<file path="src/rtl/vga_pkg.sv">
// rtl/vga_pkg.sv - shared raster geometry, colour width and write-state encoding
package vga_pkg;

    localparam int REDUCED_PIXELS = 19;
    localparam int REDUCED_LINES  = 10;
    localparam int COLOR_W        = 8;

    typedef enum logic {
        ST_IDLE  = 1'b0,
        ST_WRITE = 1'b1
    } wr_state_e;

    // Smallest width whose range covers every pixel slot of the frame.
    function automatic int addr_width(input int pixels, input int lines);
        int slots;
        int w;
        slots = pixels * lines;
        w = 1;
        while ((1 << w) < slots) w++;
        return w;
    endfunction

endpackage

</file>
<file path="src/rtl/frame_writer_if.sv">
// rtl/frame_writer_if.sv - pixel stream in and frame memory write port out
interface frame_writer_if #(
    parameter int addr_w = 8
);
    import vga_pkg::*;

    logic [COLOR_W-1:0] S_DATA;
    logic               S_SOF;
    logic               S_VALID;
    logic               S_READY;
    logic               WE;
    logic [addr_w-1:0]  WADDR;
    logic [COLOR_W-1:0] WDATA;
    logic               FRAME_DONE;
    logic               SOF_ERR;

    modport slave (
        input  S_DATA, S_SOF, S_VALID,
        output S_READY, WE, WADDR, WDATA, FRAME_DONE, SOF_ERR
    );

    modport master (
        output S_DATA, S_SOF, S_VALID,
        input  S_READY, WE, WADDR, WDATA, FRAME_DONE, SOF_ERR
    );

endinterface

</file>
<file path="src/rtl/raster_addr_counter.sv">
// rtl/raster_addr_counter.sv - pixel/line raster counter with running linear address
module raster_addr_counter #(
    parameter int pixels = 19,
    parameter int lines  = 10,
    parameter int addr_w = 8
) (
    input  logic              CLK,
    input  logic              RESET_N,
    input  logic              clear,
    input  logic              start1,
    input  logic              inc,
    output logic [addr_w-1:0] addr,
    output logic              last_pixel
);
    localparam int PIX_W  = $clog2(pixels);
    localparam int LINE_W = $clog2(lines);

    logic [PIX_W-1:0]  pixel;
    logic [LINE_W-1:0] line;
    logic              line_end;

    assign line_end   = (pixel == PIX_W'(pixels - 1));
    assign last_pixel = line_end && (line == LINE_W'(lines - 1));

    // The linear address advances alongside pixel/line so no multiplier is needed.
    always_ff @(posedge CLK) begin
        if (!RESET_N || clear) begin
            pixel <= '0;
            line  <= '0;
            addr  <= '0;
        end else if (start1) begin
            pixel <= PIX_W'(1);
            line  <= '0;
            addr  <= addr_w'(1);
        end else if (inc) begin
            if (line_end) begin
                pixel <= '0;
                line  <= last_pixel ? '0 : line + 1'b1;
            end else begin
                pixel <= pixel + 1'b1;
            end
            addr <= last_pixel ? '0 : addr + 1'b1;
        end
    end

endmodule

</file>
<file path="src/rtl/frame_writer.sv">
// rtl/frame_writer.sv - streams SOF-delimited pixel frames into the reduced frame memory
module frame_writer
    import vga_pkg::*;
#(
    parameter int reduced_pixels = REDUCED_PIXELS,
    parameter int reduced_lines  = REDUCED_LINES,
    parameter int addr_w         = addr_width(REDUCED_PIXELS, REDUCED_LINES)
) (
    input  logic CLK,
    input  logic RESET_N,
    input  logic WR_ALLOW,
    frame_writer_if.slave bus
);
    wr_state_e          state, state_n;
    logic               accept;
    logic               cnt_clear, cnt_start1, cnt_inc;
    logic [addr_w-1:0]  cnt_addr;
    logic               cnt_last;

    logic               we_q, we_n;
    logic [addr_w-1:0]  waddr_q, waddr_n;
    logic [COLOR_W-1:0] wdata_q, wdata_n;
    logic               done_q, done_n;
    logic               err_q, err_n;

    assign bus.S_READY = WR_ALLOW && RESET_N;
    assign accept      = bus.S_VALID && bus.S_READY;

    raster_addr_counter #(
        .pixels (reduced_pixels),
        .lines  (reduced_lines),
        .addr_w (addr_w)
    ) u_cnt (
        .CLK        (CLK),
        .RESET_N    (RESET_N),
        .clear      (cnt_clear),
        .start1     (cnt_start1),
        .inc        (cnt_inc),
        .addr       (cnt_addr),
        .last_pixel (cnt_last)
    );

    always_ff @(posedge CLK) begin
        if (!RESET_N) begin
            state   <= ST_IDLE;
            we_q    <= 1'b0;
            waddr_q <= '0;
            wdata_q <= '0;
            done_q  <= 1'b0;
            err_q   <= 1'b0;
        end else begin
            state   <= state_n;
            we_q    <= we_n;
            waddr_q <= waddr_n;
            wdata_q <= wdata_n;
            done_q  <= done_n;
            err_q   <= err_n;
        end
    end

    always_comb begin
        state_n    = state;
        cnt_clear  = 1'b0;
        cnt_start1 = 1'b0;
        cnt_inc    = 1'b0;
        we_n       = 1'b0;
        waddr_n    = waddr_q;
        wdata_n    = wdata_q;
        done_n     = 1'b0;
        err_n      = 1'b0;
        unique case (state)
            ST_IDLE: begin
                // Beats before the first SOF are swallowed so a mid-frame join is harmless.
                if (accept && bus.S_SOF) begin
                    we_n       = 1'b1;
                    waddr_n    = '0;
                    wdata_n    = bus.S_DATA;
                    cnt_start1 = 1'b1;
                    state_n    = ST_WRITE;
                end
            end
            ST_WRITE: begin
                if (accept) begin
                    we_n    = 1'b1;
                    wdata_n = bus.S_DATA;
                    if (bus.S_SOF) begin
                        err_n      = 1'b1;
                        waddr_n    = '0;
                        cnt_start1 = 1'b1;
                    end else begin
                        waddr_n = cnt_addr;
                        if (cnt_last) begin
                            done_n    = 1'b1;
                            cnt_clear = 1'b1;
                            state_n   = ST_IDLE;
                        end else begin
                            cnt_inc = 1'b1;
                        end
                    end
                end
            end
            default: state_n = ST_IDLE;
        endcase
    end

    assign bus.WE         = we_q;
    assign bus.WADDR      = waddr_q;
    assign bus.WDATA      = wdata_q;
    assign bus.FRAME_DONE = done_q;
    assign bus.SOF_ERR    = err_q;

endmodule

</file>
<file path="src/flat_wrapper.sv">
// flat-port wrapper written by rule: the top's interface ports become plain ports
module frame_writer_flat import vga_pkg::*;
#(
    parameter int reduced_pixels = REDUCED_PIXELS,
    parameter int reduced_lines  = REDUCED_LINES,
    parameter int addr_w         = addr_width(REDUCED_PIXELS, REDUCED_LINES)
)
  (CLK, RESET_N, WR_ALLOW, bus_S_DATA, bus_S_SOF, bus_S_VALID, bus_S_READY, bus_WE, bus_WADDR, bus_WDATA, bus_FRAME_DONE, bus_SOF_ERR);
  frame_writer_if #(.addr_w(addr_w)) bus_i ();
  input  logic CLK;
  input  logic RESET_N;
  input  logic WR_ALLOW;
  input wire logic [$bits(bus_i.S_DATA)-1:0] bus_S_DATA;
  input wire logic [$bits(bus_i.S_SOF)-1:0] bus_S_SOF;
  input wire logic [$bits(bus_i.S_VALID)-1:0] bus_S_VALID;
  output wire logic [$bits(bus_i.S_READY)-1:0] bus_S_READY;
  output wire logic [$bits(bus_i.WE)-1:0] bus_WE;
  output wire logic [$bits(bus_i.WADDR)-1:0] bus_WADDR;
  output wire logic [$bits(bus_i.WDATA)-1:0] bus_WDATA;
  output wire logic [$bits(bus_i.FRAME_DONE)-1:0] bus_FRAME_DONE;
  output wire logic [$bits(bus_i.SOF_ERR)-1:0] bus_SOF_ERR;
  assign bus_i.S_DATA = bus_S_DATA;
  assign bus_i.S_SOF = bus_S_SOF;
  assign bus_i.S_VALID = bus_S_VALID;
  assign bus_S_READY = bus_i.S_READY;
  assign bus_WE = bus_i.WE;
  assign bus_WADDR = bus_i.WADDR;
  assign bus_WDATA = bus_i.WDATA;
  assign bus_FRAME_DONE = bus_i.FRAME_DONE;
  assign bus_SOF_ERR = bus_i.SOF_ERR;
  frame_writer #(.reduced_pixels(reduced_pixels), .reduced_lines(reduced_lines), .addr_w(addr_w)) u_core (.CLK(CLK), .RESET_N(RESET_N), .WR_ALLOW(WR_ALLOW), .bus(bus_i));
endmodule
</file>
<file path="config.mk">
export PLATFORM = sky130hd
export DESIGN_NAME = frame_writer_flat
export DESIGN_NICKNAME = d
export VERILOG_FILES = /design/src/rtl/vga_pkg.sv /design/src/rtl/frame_writer_if.sv /design/src/rtl/raster_addr_counter.sv /design/src/rtl/frame_writer.sv /design/src/flat_wrapper.sv
export SDC_FILE = /design/constraint.sdc
export NUM_CORES = 1
export LEC_CHECK = 0
export BUFFER_PORTS_ARGS = -buffer_cell sky130_fd_sc_hd__buf_2
export CORE_ASPECT_RATIO = 0.75
export CORE_UTILIZATION = 45
export CTS_BUF_LIST = sky130_fd_sc_hd__clkbuf_16
export DETAILED_ROUTE_END_ITERATION = 6
export MAX_ROUTING_LAYER = met4
export PLACE_DENSITY = 0.67
export RECOVER_POWER = 50
export SYNTH_ARGS = -nofsm -noshare
export SYNTH_HDL_FRONTEND = slang
export SYNTH_HIERARCHICAL = 1
export SYNTH_SLANG_ARGS = --single-unit
</file>
<file path="constraint.sdc">
create_clock -name CLK -period 2.4 [get_ports CLK]
set_input_delay 0.6 -clock CLK [delete_from_list [all_inputs] [get_ports CLK]]
set_output_delay 0.6 -clock CLK [all_outputs]
set_load 0.1 [all_outputs]
</file>
==> flow_summary.ini, run 1 <==
[placed_design]
numPortBuffers = 32
hpwlAfterDp_mm = 2.45
globalplace.congestion = 0.864

[status]
failed_checks = design-rule violations
outcome = finished, violations left

[detailed_routing]
post-route-drc-count = 1
via_count = 1380
avgViaCountPerCell = 5.48
drt_pre_antenna_iters = 6
routed_wl_mm = 3.41
drt.antenna.violating_nets = 0
drt-wirelength-per-cell_um = 13.5
drtIter0Drc = 95

[timing]
finalCriticalPeriod_ns = 2.14
worst_clock_skew_ns = 0.00482
timing.final.hold_violations = 0
final_max_slew_violation_count = 0
achievable-frequency_ghz = 0.468
pin_slew_with_the_least_headroom_to_its_limit_ns = 1.19
setup-violations-final = 0
tns_ns = 0
rsz0062_at_grt = false
post-route-period-util_pct = 89.0
max_slew_margin_pct = 21.2

[setup_path]
endpoint_kind = flip-flop
worst-path-max-fanout = 7
worstPathRequired_ns = 2.55
worst-endpoint-arrival_ns = 2.28
crit_type = reg2reg
startpoint_type = flip-flop

[grt]
grt_start_max_net_pins = 18
gr-total-overflow = 0
grt_usage_pct = 19.4
initial_antenna_violation_count = 0
vias_in_the_first_global_route = 1195
first_pass_grt_wire_length_mm = 5.38

[power_and_ir_drop]
power_density_nw_per_um2 = 730
worst_ir_drop_vdd_v = 0.000466
total_leakage_power_uw = 0.000777

[clocking]
clock_sinks = 37
insertion_delay_ns = 0.28
cts_setup_buffers = 0
cts-hold-fix-buffers = 0
clockRootBuffer = sky130_fd_sc_hd__clkbuf_16
clock_tree_from_tritoncts = yes
clkSlewWorstSetupHoldPaths_ns = 0.06
cts.path.max_buffers = 2
clock_tree.htree_level_count = 2
post_cts.resized_instances = 0
cts_inserted_buffers = 5

[die]
dieHeight_um = 54.0
rows = 18
core_region_area_um2 = 3380
die-area_um2 = 3860
initial_utilization_pct = 48.1
design.portCount = 33
chipWidth_um = 71.4

[yosys]
netlist_area_um2 = 1630
postSynth.topFlopCell = sky130_fd_sc_hd__dfxtp_1
synth-edff-count = 0
ys_seq_area_share_pct = 45.6
synth_top_cells_by_area = sky130_fd_sc_hd__dfxtp_1 (46%), sky130_fd_sc_hd__nand2_1 (5.5%), sky130_fd_sc_hd__a22o_2 (4.9%), sky130_fd_sc_hd__o21ai_0 (4.3%), sky130_fd_sc_hd__a21oi_1 (4.0%)
syn_inst = 173
synth.yosys.warnings = 6
syn_avg_cell_area_um2 = 9.39
synthDominantCellAreaShare_pct = 45.6
number_of_library_cell_types_mapped_by_synthesis = 43
synth_fp_nets = 191
synth_largest_area_cell = sky130_fd_sc_hd__dfxtp_1
yosys_register_bits = 37
fraction_of_synthesis_flops_using_an_asynchronous_set_or_reset_pin_pct = 0

[layout]
area.growth.synth_to_final_pct = 22.1
design.final.nets = 229
fraction_of_final_layout_cells_sized_beyond_drive_strength_1_pct = 25.0
antenna_cells = 0
finish.utilization_pct = 58.7
fillerInstances = 303

[worst_hold_path]
path_category_of_the_worst_min_delay_check = reg2reg

[run]
max_cap_violations = 0
sequential cells by signal, summed over array words and instances (netlist names):
register               flops
u_core/bus.WADDR           8
u_core/state               1
u_core/u_cnt/line          4
u_core/u_cnt/addr          8
u_core/bus.FRAME_DONE      1
u_core/u_cnt/pixel         5
u_core/bus.SOF_ERR         1
u_core/bus.WE              1
u_core/bus.WDATA           8
per-layer routing:
| layer | wire [µm] | track usage (%) |
|---|---|---|
| met5 | 0 | - |
| met4 | 23 | 11.7 |
| met3 | 147 | 5.24 |
| met2 | 1520 | 26.7 |
| met1 | 1720 | 25.3 |
placed cells by master (no fill, tap or decap), types with 5 or more instances in the layout:
cell type	instances
sky130_fd_sc_hd__nand3_1	5
sky130_fd_sc_hd__buf_2	22
sky130_fd_sc_hd__clkbuf_16	5
sky130_fd_sc_hd__o21ai_0	14
sky130_fd_sc_hd__ha_1	5
sky130_fd_sc_hd__nand4_1	5
sky130_fd_sc_hd__or3_1	5
sky130_fd_sc_hd__nand2_1	24
sky130_fd_sc_hd__a21oi_1	13
sky130_fd_sc_hd__a22o_2	8
sky130_fd_sc_hd__nor2_1	6
sky130_fd_sc_hd__inv_1	5
sky130_fd_sc_hd__clkbuf_1	10
sky130_fd_sc_hd__dfxtp_1	37
sky130_fd_sc_hd__buf_4	7
cell usage after synthesis, types with 3 or more instances:
library cell and count:
sky130_fd_sc_hd__o21ai_0 14, sky130_fd_sc_hd__a21oi_1 13, sky130_fd_sc_hd__nand3_1 5, sky130_fd_sc_hd__or3_1 5
sky130_fd_sc_hd__dfxtp_1 37, sky130_fd_sc_hd__nor2_1 6, sky130_fd_sc_hd__and2_1 3, sky130_fd_sc_hd__nor2b_1 3
sky130_fd_sc_hd__xor2_1 3, sky130_fd_sc_hd__nand2_1 24, sky130_fd_sc_hd__a22o_2 8, sky130_fd_sc_hd__inv_1 4
sky130_fd_sc_hd__ha_1 5, sky130_fd_sc_hd__buf_2 3, sky130_fd_sc_hd__nand4_1 5
cell type report:
class                      instances  area [µm²]  share of cell area, %
clock buffer                       5         125                   6.31
tap                               40        50.0                   2.52
timing repair buffer              39         200                   10.1
sequential                        37         741                   37.3
multi-input combinational        124         816                   41.1
inverter                           4        15.0                  0.757
clock inverter                     3        37.5                   1.89
report_power, final:
| group | internal, µW | total, µW | switching, µW |
|---|---|---|---|
| clock | 482 | 716 | 234 |
| sequential | 623 | 629 | 5.59 |
| combinational | 23.0 | 104 | 81.3 |
| total | 1130 | 1450 | 321 |
critical path, cell delays in order (launching register included):
cell	delay (ns)
sky130_fd_sc_hd__dfxtp_1	0.41
sky130_fd_sc_hd__ha_1	0.22
sky130_fd_sc_hd__nand4bb_1	0.13
sky130_fd_sc_hd__nor2_1	0.24
sky130_fd_sc_hd__and2b_1	0.30
sky130_fd_sc_hd__buf_4	0.19
sky130_fd_sc_hd__and4b_1	0.20
sky130_fd_sc_hd__a22oi_1	0.19
sky130_fd_sc_hd__o21ai_0	0.13
worst paths after layout:
kind	cells after the start	end	start	slack (ns)
setup / recovery	8	u_core/u_cnt/line[3]$_SDFFE_PP0P_	u_core/u_cnt/pixel[1]$_SDFFE_PP0P_	0.26
hold / removal	2	u_core/bus.WDATA[5]$_SDFFE_PN0P_	u_core/bus.WDATA[5]$_SDFFE_PN0P_	0.46
setup reg to reg	8	u_core/u_cnt/line[3]$_SDFFE_PP0P_	u_core/u_cnt/pixel[1]$_SDFFE_PP0P_	0.26
hold reg to reg	2	u_core/bus.WDATA[5]$_SDFFE_PN0P_	u_core/bus.WDATA[5]$_SDFFE_PN0P_	0.46
logic make-up after synthesis:
group	after synthesis	share of synthesized area, %
adders and majority gates	5	3.85
xor gates and xnor gates	3	1.62
and+or+nand+nor	69	24.6
muxes	1	0.616
DFF	37	45.6
buffers and inverters	12	4.16
AOI/OAI and AO/OA	46	19.6
through the flow:
step	setup WS [ns]	hold slack (ns)	instance area [µm²]	std cells	total power, µW
floorplan	0.373	0.456	1630	173	722
global placement	0.359	0.437	1840	244	745
detailed placement	0.257	0.450	1840	244	747
CTS	0.282	0.457	2000	252	1470
global route	0.0953	0.479	1980	252	1500
finish	0.263	0.455	1980	252	1450
Power figures use the tool's default switching activity.
==> run 2, diff against run 1 <==
==> constraint.sdc (replaced) <==
create_clock -name CLK -period 2.7 [get_ports CLK]
set_input_delay 0.675 -clock CLK [delete_from_list [all_inputs] [get_ports CLK]]
set_output_delay 0.675 -clock CLK [all_outputs]
set_load 0.1 [all_outputs]
==> flow_summary.ini, run 2 (synthesis gave the netlist of run 1 again) <==
[setup_path]
crit-reg2reg-launch = u_core/u_cnt/pixel[0]$_SDFFE_PP0P_
timing.reg2reg.worst_path_depth = 8
crit_type = in2reg
worstPathRequired_ns = 2.86
startpoint_type = primary input
endpoint_kind = flip-flop
r2r_setup_slack_ns = 0.60
worst-path-max-fanout = 15
rr_endpoint = u_core/u_cnt/pixel[1]$_SDFFE_PP0P_
worst-endpoint-arrival_ns = 2.39

[clocking]
clock_tree_from_tritoncts = yes
clock_sinks = 37
post_cts.resized_instances = 0
clock_tree.htree_level_count = 2
cts-hold-fix-buffers = 0
insertion_delay_ns = 0.28
cts_setup_buffers = 0
cts.path.max_buffers = 2
clockRootBuffer = sky130_fd_sc_hd__clkbuf_16
cts_inserted_buffers = 5
clkSlewWorstSetupHoldPaths_ns = 0.06

[timing]
pin_slew_with_the_least_headroom_to_its_limit_ns = 1.17
finalCriticalPeriod_ns = 2.23
tns_ns = 0
rsz0062_at_grt = false
max_slew_margin_pct = 22.6
timing.final.hold_violations = 0
worst_clock_skew_ns = 0.00253
achievable-frequency_ghz = 0.448
setup-violations-final = 0
worst_slack_ns = 0.466
final_max_slew_violation_count = 0
post-route-period-util_pct = 82.8

[layout]
multiInputGateArea_um2 = 806
fraction_of_final_layout_cells_sized_beyond_drive_strength_1_pct = 24.4
final-seq-area_um2 = 741
area.growth.synth_to_final_pct = 21.7
layout.cells.most_common = sky130_fd_sc_hd__dfxtp_1
design.final.nets = 226
most-common-layout-cells = sky130_fd_sc_hd__dfxtp_1 (37), sky130_fd_sc_hd__buf_2 (24), sky130_fd_sc_hd__nand2_1 (24), sky130_fd_sc_hd__o21ai_0 (14), sky130_fd_sc_hd__a21oi_1 (13)
fillerInstances = 296
layoutNonFillerInstCount = 249
antenna_cells = 0

[worst_hold_path]
path_category_of_the_worst_min_delay_check = reg2reg
holdCritStartpoint = u_core/bus.WDATA[4]$_SDFFE_PN0P_
min_path_cells = 2
holdPathEnd = u_core/bus.WDATA[4]$_SDFFE_PN0P_

[grt]
first_pass_grt_wire_length_mm = 5.60
grt_usage_pct = 20.0
gr-total-overflow = 0
vias_in_the_first_global_route = 1210
initial_antenna_violation_count = 0
grt_start_max_net_pins = 18

[detailed_routing]
drt.antenna.violating_nets = 0
drt_pre_antenna_iters = 6
drtIter0Drc = 40
via_count = 1377
avgViaCountPerCell = 5.53
routed_wl_mm = 3.45
post-route-drc-count = 1
drt-wirelength-per-cell_um = 13.9

[die]
design.portCount = 33
core_region_area_um2 = 3380
die-area_um2 = 3860
chipWidth_um = 71.4
rows = 18
dieHeight_um = 54.0
initial_utilization_pct = 48.1

[placed_design]
placed_instances = 241
hpwlAfterDp_mm = 2.47
numPortBuffers = 32
globalplace.congestion = 0.711
dp_worst_setup_slack_ns = 0.366

[status]
failed_checks = design-rule violations
outcome = finished, violations left

[power_and_ir_drop]
power_density_nw_per_um2 = 706
worst_ir_drop_vdd_v = 0.000454
total_leakage_power_uw = 0.000774

[run]
max_cap_violations = 0
[run 2: power by group]
part | leakage (µW) | internal (µW) | switching [µW]
Sequential | 0.000299 | 554 | 4.71
Combinational | 0.000382 | 19.4 | 71.5
Clock | 0.0000938 | 527 | 219
Total | 0.000774 | 1100 | 296
[run 2: worst max path at each step]
| stage | endpoint | startpoint | slack, ns | cells after the start |
|---|---|---|---|---|
| floorplan | bus_S_READY | RESET_N | 0.60 | 2 |
| global placement | u_core/u_cnt/line[3]$_SDFFE_PP0P_ | RESET_N | 0.46 | 7 |
| detailed placement | u_core/u_cnt/pixel[1]$_SDFFE_PP0P_ | RESET_N | 0.37 | 7 |
| CTS | bus_S_READY | RESET_N | 0.51 | 3 |
| global route | u_core/u_cnt/addr[2]$_SDFFE_PP0P_ | RESET_N | 0.30 | 8 |
| finish | u_core/u_cnt/addr[2]$_SDFFE_PP0P_ | RESET_N | 0.47 | 8 |
[run 2: worst max-delay path, stage by stage]
cell and delay [ns]:
sky130_fd_sc_hd__buf_2 0.23, sky130_fd_sc_hd__nand3_1 0.13, sky130_fd_sc_hd__nor3b_1 0.28, sky130_fd_sc_hd__clkbuf_1 0.39
sky130_fd_sc_hd__and2_1 0.22, sky130_fd_sc_hd__nand2b_1 0.15, sky130_fd_sc_hd__or2_2 0.24, sky130_fd_sc_hd__a21oi_1 0.08
[run 2: per-stage QoR]
| step | utilization (%) | hold WS, ns | total power, µW | cell area (µm²) |
|---|---|---|---|---|
| final | 58.6 | 0.455 | 1400 | 1980 |
| after global routing | 58.6 | 0.479 | 1440 | 1980 |
| after global placement | 53.7 | 0.444 | 661 | 1810 |
| after detailed placement | 53.7 | 0.448 | 663 | 1810 |
| after floorplan | - | 0.456 | 642 | 1630 |
| after CTS | 59.3 | 0.456 | 1410 | 2000 |
[run 2: metal layers]
metal | up-vias | GRT usage, % | wire length (µm)
met2 | 35 | 29.5 | 1570
met5 | - | - | 0
met1 | 642 | 25.4 | 1670
met4 | 0 | 6.67 | 27
met3 | 3 | 7.49 | 188
li1 | 697 | - | -
[run 2: layout make-up]
cell class	count	area share, %
multi-input combinational	124	40.7
inverter	4	0.759
tap	40	2.53
sequential	37	37.4
clock inverter	3	3.29
clock buffer	5	6.33
timing repair buffer	36	8.92
==> run 3, diff against run 2 <==
--- a/config.mk
+++ b/config.mk
@@ -5,13 +5,14 @@
 export SDC_FILE = /design/constraint.sdc
 export NUM_CORES = 1
 export LEC_CHECK = 0
+export ABC_AREA = 1
 export BUFFER_PORTS_ARGS = -buffer_cell sky130_fd_sc_hd__buf_2
 export CORE_ASPECT_RATIO = 0.75
 export CORE_UTILIZATION = 45
 export CTS_BUF_LIST = sky130_fd_sc_hd__clkbuf_16
 export DETAILED_ROUTE_END_ITERATION = 6
 export MAX_ROUTING_LAYER = met4
-export PLACE_DENSITY = 0.67
+export PLACE_DENSITY = 0.7
 export RECOVER_POWER = 50
 export SYNTH_ARGS = -nofsm -noshare
 export SYNTH_HDL_FRONTEND = slang
==> constraint.sdc (replaced) <==
create_clock -name CLK -period 2 [get_ports CLK]
set_input_delay 0.5 -clock CLK [delete_from_list [all_inputs] [get_ports CLK]]
set_output_delay 0.5 -clock CLK [all_outputs]
set_load 0.1 [all_outputs]
==> flow_summary.ini, run 3 <==
[grt]
grt_usage_pct = 18.2
initial_antenna_violation_count = 0
vias_in_the_first_global_route = 1291
grt_start_max_net_pins = 19
first_pass_grt_wire_length_mm = 5.63
gr-total-overflow = 0

[yosys]
synth_largest_area_cell = sky130_fd_sc_hd__dfxtp_1
syn_avg_cell_area_um2 = 7.64
synthDominantCellAreaShare_pct = 42.5
synth-edff-count = 0
postSynth.topFlopCell = sky130_fd_sc_hd__dfxtp_1
ys_seq_area_share_pct = 42.5
number_of_library_cell_types_mapped_by_synthesis = 29
synth_fp_nets = 246
synth.yosys.warnings = 6
post-synth-top-count-cell = sky130_fd_sc_hd__nor2_1
fraction_of_synthesis_flops_using_an_asynchronous_set_or_reset_pin_pct = 0
synth_top_cells_by_area = sky130_fd_sc_hd__dfxtp_1 (43%), sky130_fd_sc_hd__nor2_1 (8.8%), sky130_fd_sc_hd__nand2_1 (7.1%), sky130_fd_sc_hd__inv_1 (4.7%), sky130_fd_sc_hd__a21oi_1 (4.3%)
synth.cells.most_frequent = sky130_fd_sc_hd__nor2_1 (41), sky130_fd_sc_hd__dfxtp_1 (37), sky130_fd_sc_hd__nand2_1 (33)
yosys_register_bits = 37
syn_inst = 228
netlist_area_um2 = 1740

[timing]
timing.final.hold_violations = 0
post-route-period-util_pct = 96.2
max_slew_margin_pct = 46.8
tns_ns = 0
achievable-frequency_ghz = 0.520
worst_clock_skew_ns = 0.00259
finalCriticalPeriod_ns = 1.92
pin_slew_with_the_least_headroom_to_its_limit_ns = 0.798
setup-violations-final = 0
worst_slack_ns = 0.0751
final_max_slew_violation_count = 0

[layout]
fraction_of_final_layout_cells_sized_beyond_drive_strength_1_pct = 30.3
design.final.nets = 294
finish.utilization_pct = 60.1
final_area_um2 = 2210
area.growth.synth_to_final_pct = 27.2
layout.cells.most_common = sky130_fd_sc_hd__nor2_1
fillerInstances = 337
most-common-layout-cells = sky130_fd_sc_hd__nor2_1 (40), sky130_fd_sc_hd__dfxtp_1 (35), sky130_fd_sc_hd__nand2_1 (31), sky130_fd_sc_hd__inv_1 (24), sky130_fd_sc_hd__buf_2 (24)
antenna_cells = 0

[placed_design]
hpwlAfterDp_mm = 2.44
globalplace.congestion = 0.810
dpl_cell_area_um2 = 2010
numPortBuffers = 32
dp_worst_setup_slack_ns = 0.0545

[die]
chipWidth_um = 73.8
design.portCount = 33
core_region_area_um2 = 3680
rows = 19
initial_utilization_pct = 47.3
dieHeight_um = 55.9
die-area_um2 = 4130

[detailed_routing]
post-route-drc-count = 0
drt.antenna.violating_nets = 0
drt_pre_antenna_iters = 4
avgViaCountPerCell = 4.71
drtIter0Drc = 90
routed_wl_mm = 3.50
drt-wirelength-per-cell_um = 10.6
via_count = 1549

[worst_hold_path]
holdPathEnd = u_core/bus.WDATA[6]$_SDFFE_PN0P_
path_category_of_the_worst_min_delay_check = in2reg
min_path_cells = 3
holdCritStartpoint = bus_S_DATA[6]

[clocking]
cts.path.max_buffers = 2
insertion_delay_ns = 0.27
clockRootBuffer = sky130_fd_sc_hd__clkbuf_16
clock_sinks = 37
cts-hold-fix-buffers = 0
clkSlewWorstSetupHoldPaths_ns = 0.05
clock_tree_from_tritoncts = yes
clock_tree.htree_level_count = 2
cts_inserted_buffers = 5

[power_and_ir_drop]
power.share.sequential_pct = 46.2
clockPowerShare_pct = 44.6
combPwrFrac_pct = 9.2
power_density_nw_per_um2 = 735
power.share.switching_pct = 24.2
power.net_switching_uw = 394
total_leakage_power_uw = 0.000970
worst_ir_drop_vdd_v = 0.000755
totalPowerFinal_uw = 1630
internal_power_summed_over_all_cells_uw = 1230

[setup_path]
worst-endpoint-arrival_ns = 2.09
rr_endpoint = u_core/u_cnt/line[0]$_SDFFE_PP0P_
crit-reg2reg-launch = u_core/u_cnt/pixel[0]$_SDFFE_PP0P_
worstPathRequired_ns = 2.17
crit_type = reg2reg
endpoint_kind = flip-flop
startpoint_type = flip-flop
timing.reg2reg.worst_path_depth = 12
worst-path-max-fanout = 5
r2r_setup_slack_ns = 0.08

[run]
max_cap_violations = 0

[status]
outcome = complete, no violations
run 3: cell count changes in the layout (fill, tap and decap cells not counted), moves of 7 or more:
| cell | previous run | this run |
|---|---|---|
| sky130_fd_sc_hd__buf_4 | 3 | 14 |
| sky130_fd_sc_hd__clkbuf_2 | 0 | 8 |
| sky130_fd_sc_hd__inv_1 | 4 | 24 |
| sky130_fd_sc_hd__clkbuf_1 | 9 | 0 |
| sky130_fd_sc_hd__a22o_2 | 8 | 0 |
| sky130_fd_sc_hd__nand2_1 | 24 | 31 |
| sky130_fd_sc_hd__nor2_1 | 6 | 40 |
| sky130_fd_sc_hd__nand2_2 | 0 | 11 |
| sky130_fd_sc_hd__nor3_1 | 1 | 10 |
run 3: worst max-delay path by stage:
stage / start / endpoint / depth (start not counted)
global route: u_core/u_cnt/pixel[0]$_SDFFE_PP0P_ / u_core/u_cnt/line[0]$_SDFFE_PP0P_ / 12
global placement: u_core/u_cnt/pixel[0]$_SDFFE_PP0P_ / u_core/u_cnt/line[1]$_SDFFE_PP0P_ / 13
CTS: u_core/u_cnt/pixel[0]$_SDFFE_PP0P_ / u_core/u_cnt/addr[5]$_SDFFE_PP0P_ / 13
floorplan: u_core/u_cnt/pixel[0]$_SDFFE_PP0P_ / u_core/u_cnt/addr[5]$_SDFFE_PP0P_ / 13
finish: u_core/u_cnt/pixel[0]$_SDFFE_PP0P_ / u_core/u_cnt/line[0]$_SDFFE_PP0P_ / 12
detailed placement: u_core/u_cnt/pixel[0]$_SDFFE_PP0P_ / u_core/u_cnt/addr[5]$_SDFFE_PP0P_ / 13
run 3: final cells by class:
cell class                      count  area, µm²  share of cell area (%)
Clock inverter                      3       13.8                   0.621
Inverter                           25       93.8                    4.24
Tap cell                           52       65.1                    2.94
Sequential cell                    37        743                    33.6
Timing Repair Buffer               48        297                    13.4
Multi-Input combinational cell    159        877                    39.6
Clock buffer                        5        125                    5.65
run 3: logic make-up after synthesis:
logic type,count (synthesis),share of synthesized area (%)
buf+inv,32,8.69
simple gates,112,31.2
fa+ha+maj,5,3.59
xor+xnor,7,3.52
flops,37,42.5
compound gates,35,10.5
run 3: worst max-delay path: stages (launching register included):
cell	delay, ns
sky130_fd_sc_hd__dfxtp_2	0.32
sky130_fd_sc_hd__inv_1	0.05
sky130_fd_sc_hd__ha_1	0.18
sky130_fd_sc_hd__nand2_1	0.10
sky130_fd_sc_hd__nor2_1	0.07
sky130_fd_sc_hd__nand2_1	0.10
sky130_fd_sc_hd__inv_1	0.08
sky130_fd_sc_hd__nor4_2	0.21
sky130_fd_sc_hd__buf_4	0.23
sky130_fd_sc_hd__nand3_4	0.11
sky130_fd_sc_hd__buf_4	0.17
sky130_fd_sc_hd__xor2_1	0.13
sky130_fd_sc_hd__nor2_1	0.06
run 3: metal layers:
layer | vias up | global-route usage (%) | share of wire, %
met5 | - | - | 0
met2 | 31 | 25.2 | 44
met4 | 0 | 4.95 | 0.43
met3 | 2 | 5.98 | 4.4
li1 | 821 | - | -
met1 | 695 | 25.4 | 51
run 3: repair_timing:
action / CTS / global route
resized for setup: 0 / 10
endpoints found under the setup margin: 0 / 16
setup buffers: 0 / 5
run 3: per-stage QoR:
stage | cells | hold slack [ns]
6_report | 329 | 0.453
5_1_grt | 329 | 0.452
4_1_cts | 323 | 0.451
3_5_place_dp | 315 | 0.465
3_3_place_gp | 315 | 0.458
2_1_floorplan | 228 | 0.474
run 3: power by group through the flow:
stage | Combinational (µW) | Clock, µW | Sequential, µW
2_1_floorplan | 59.6 | 0 | 819
3_3_place_gp | 151 | 0 | 768
3_5_place_dp | 152 | 0 | 768
4_1_cts | 152 | 744 | 752
5_1_grt | 160 | 779 | 753
6_report | 150 | 726 | 753
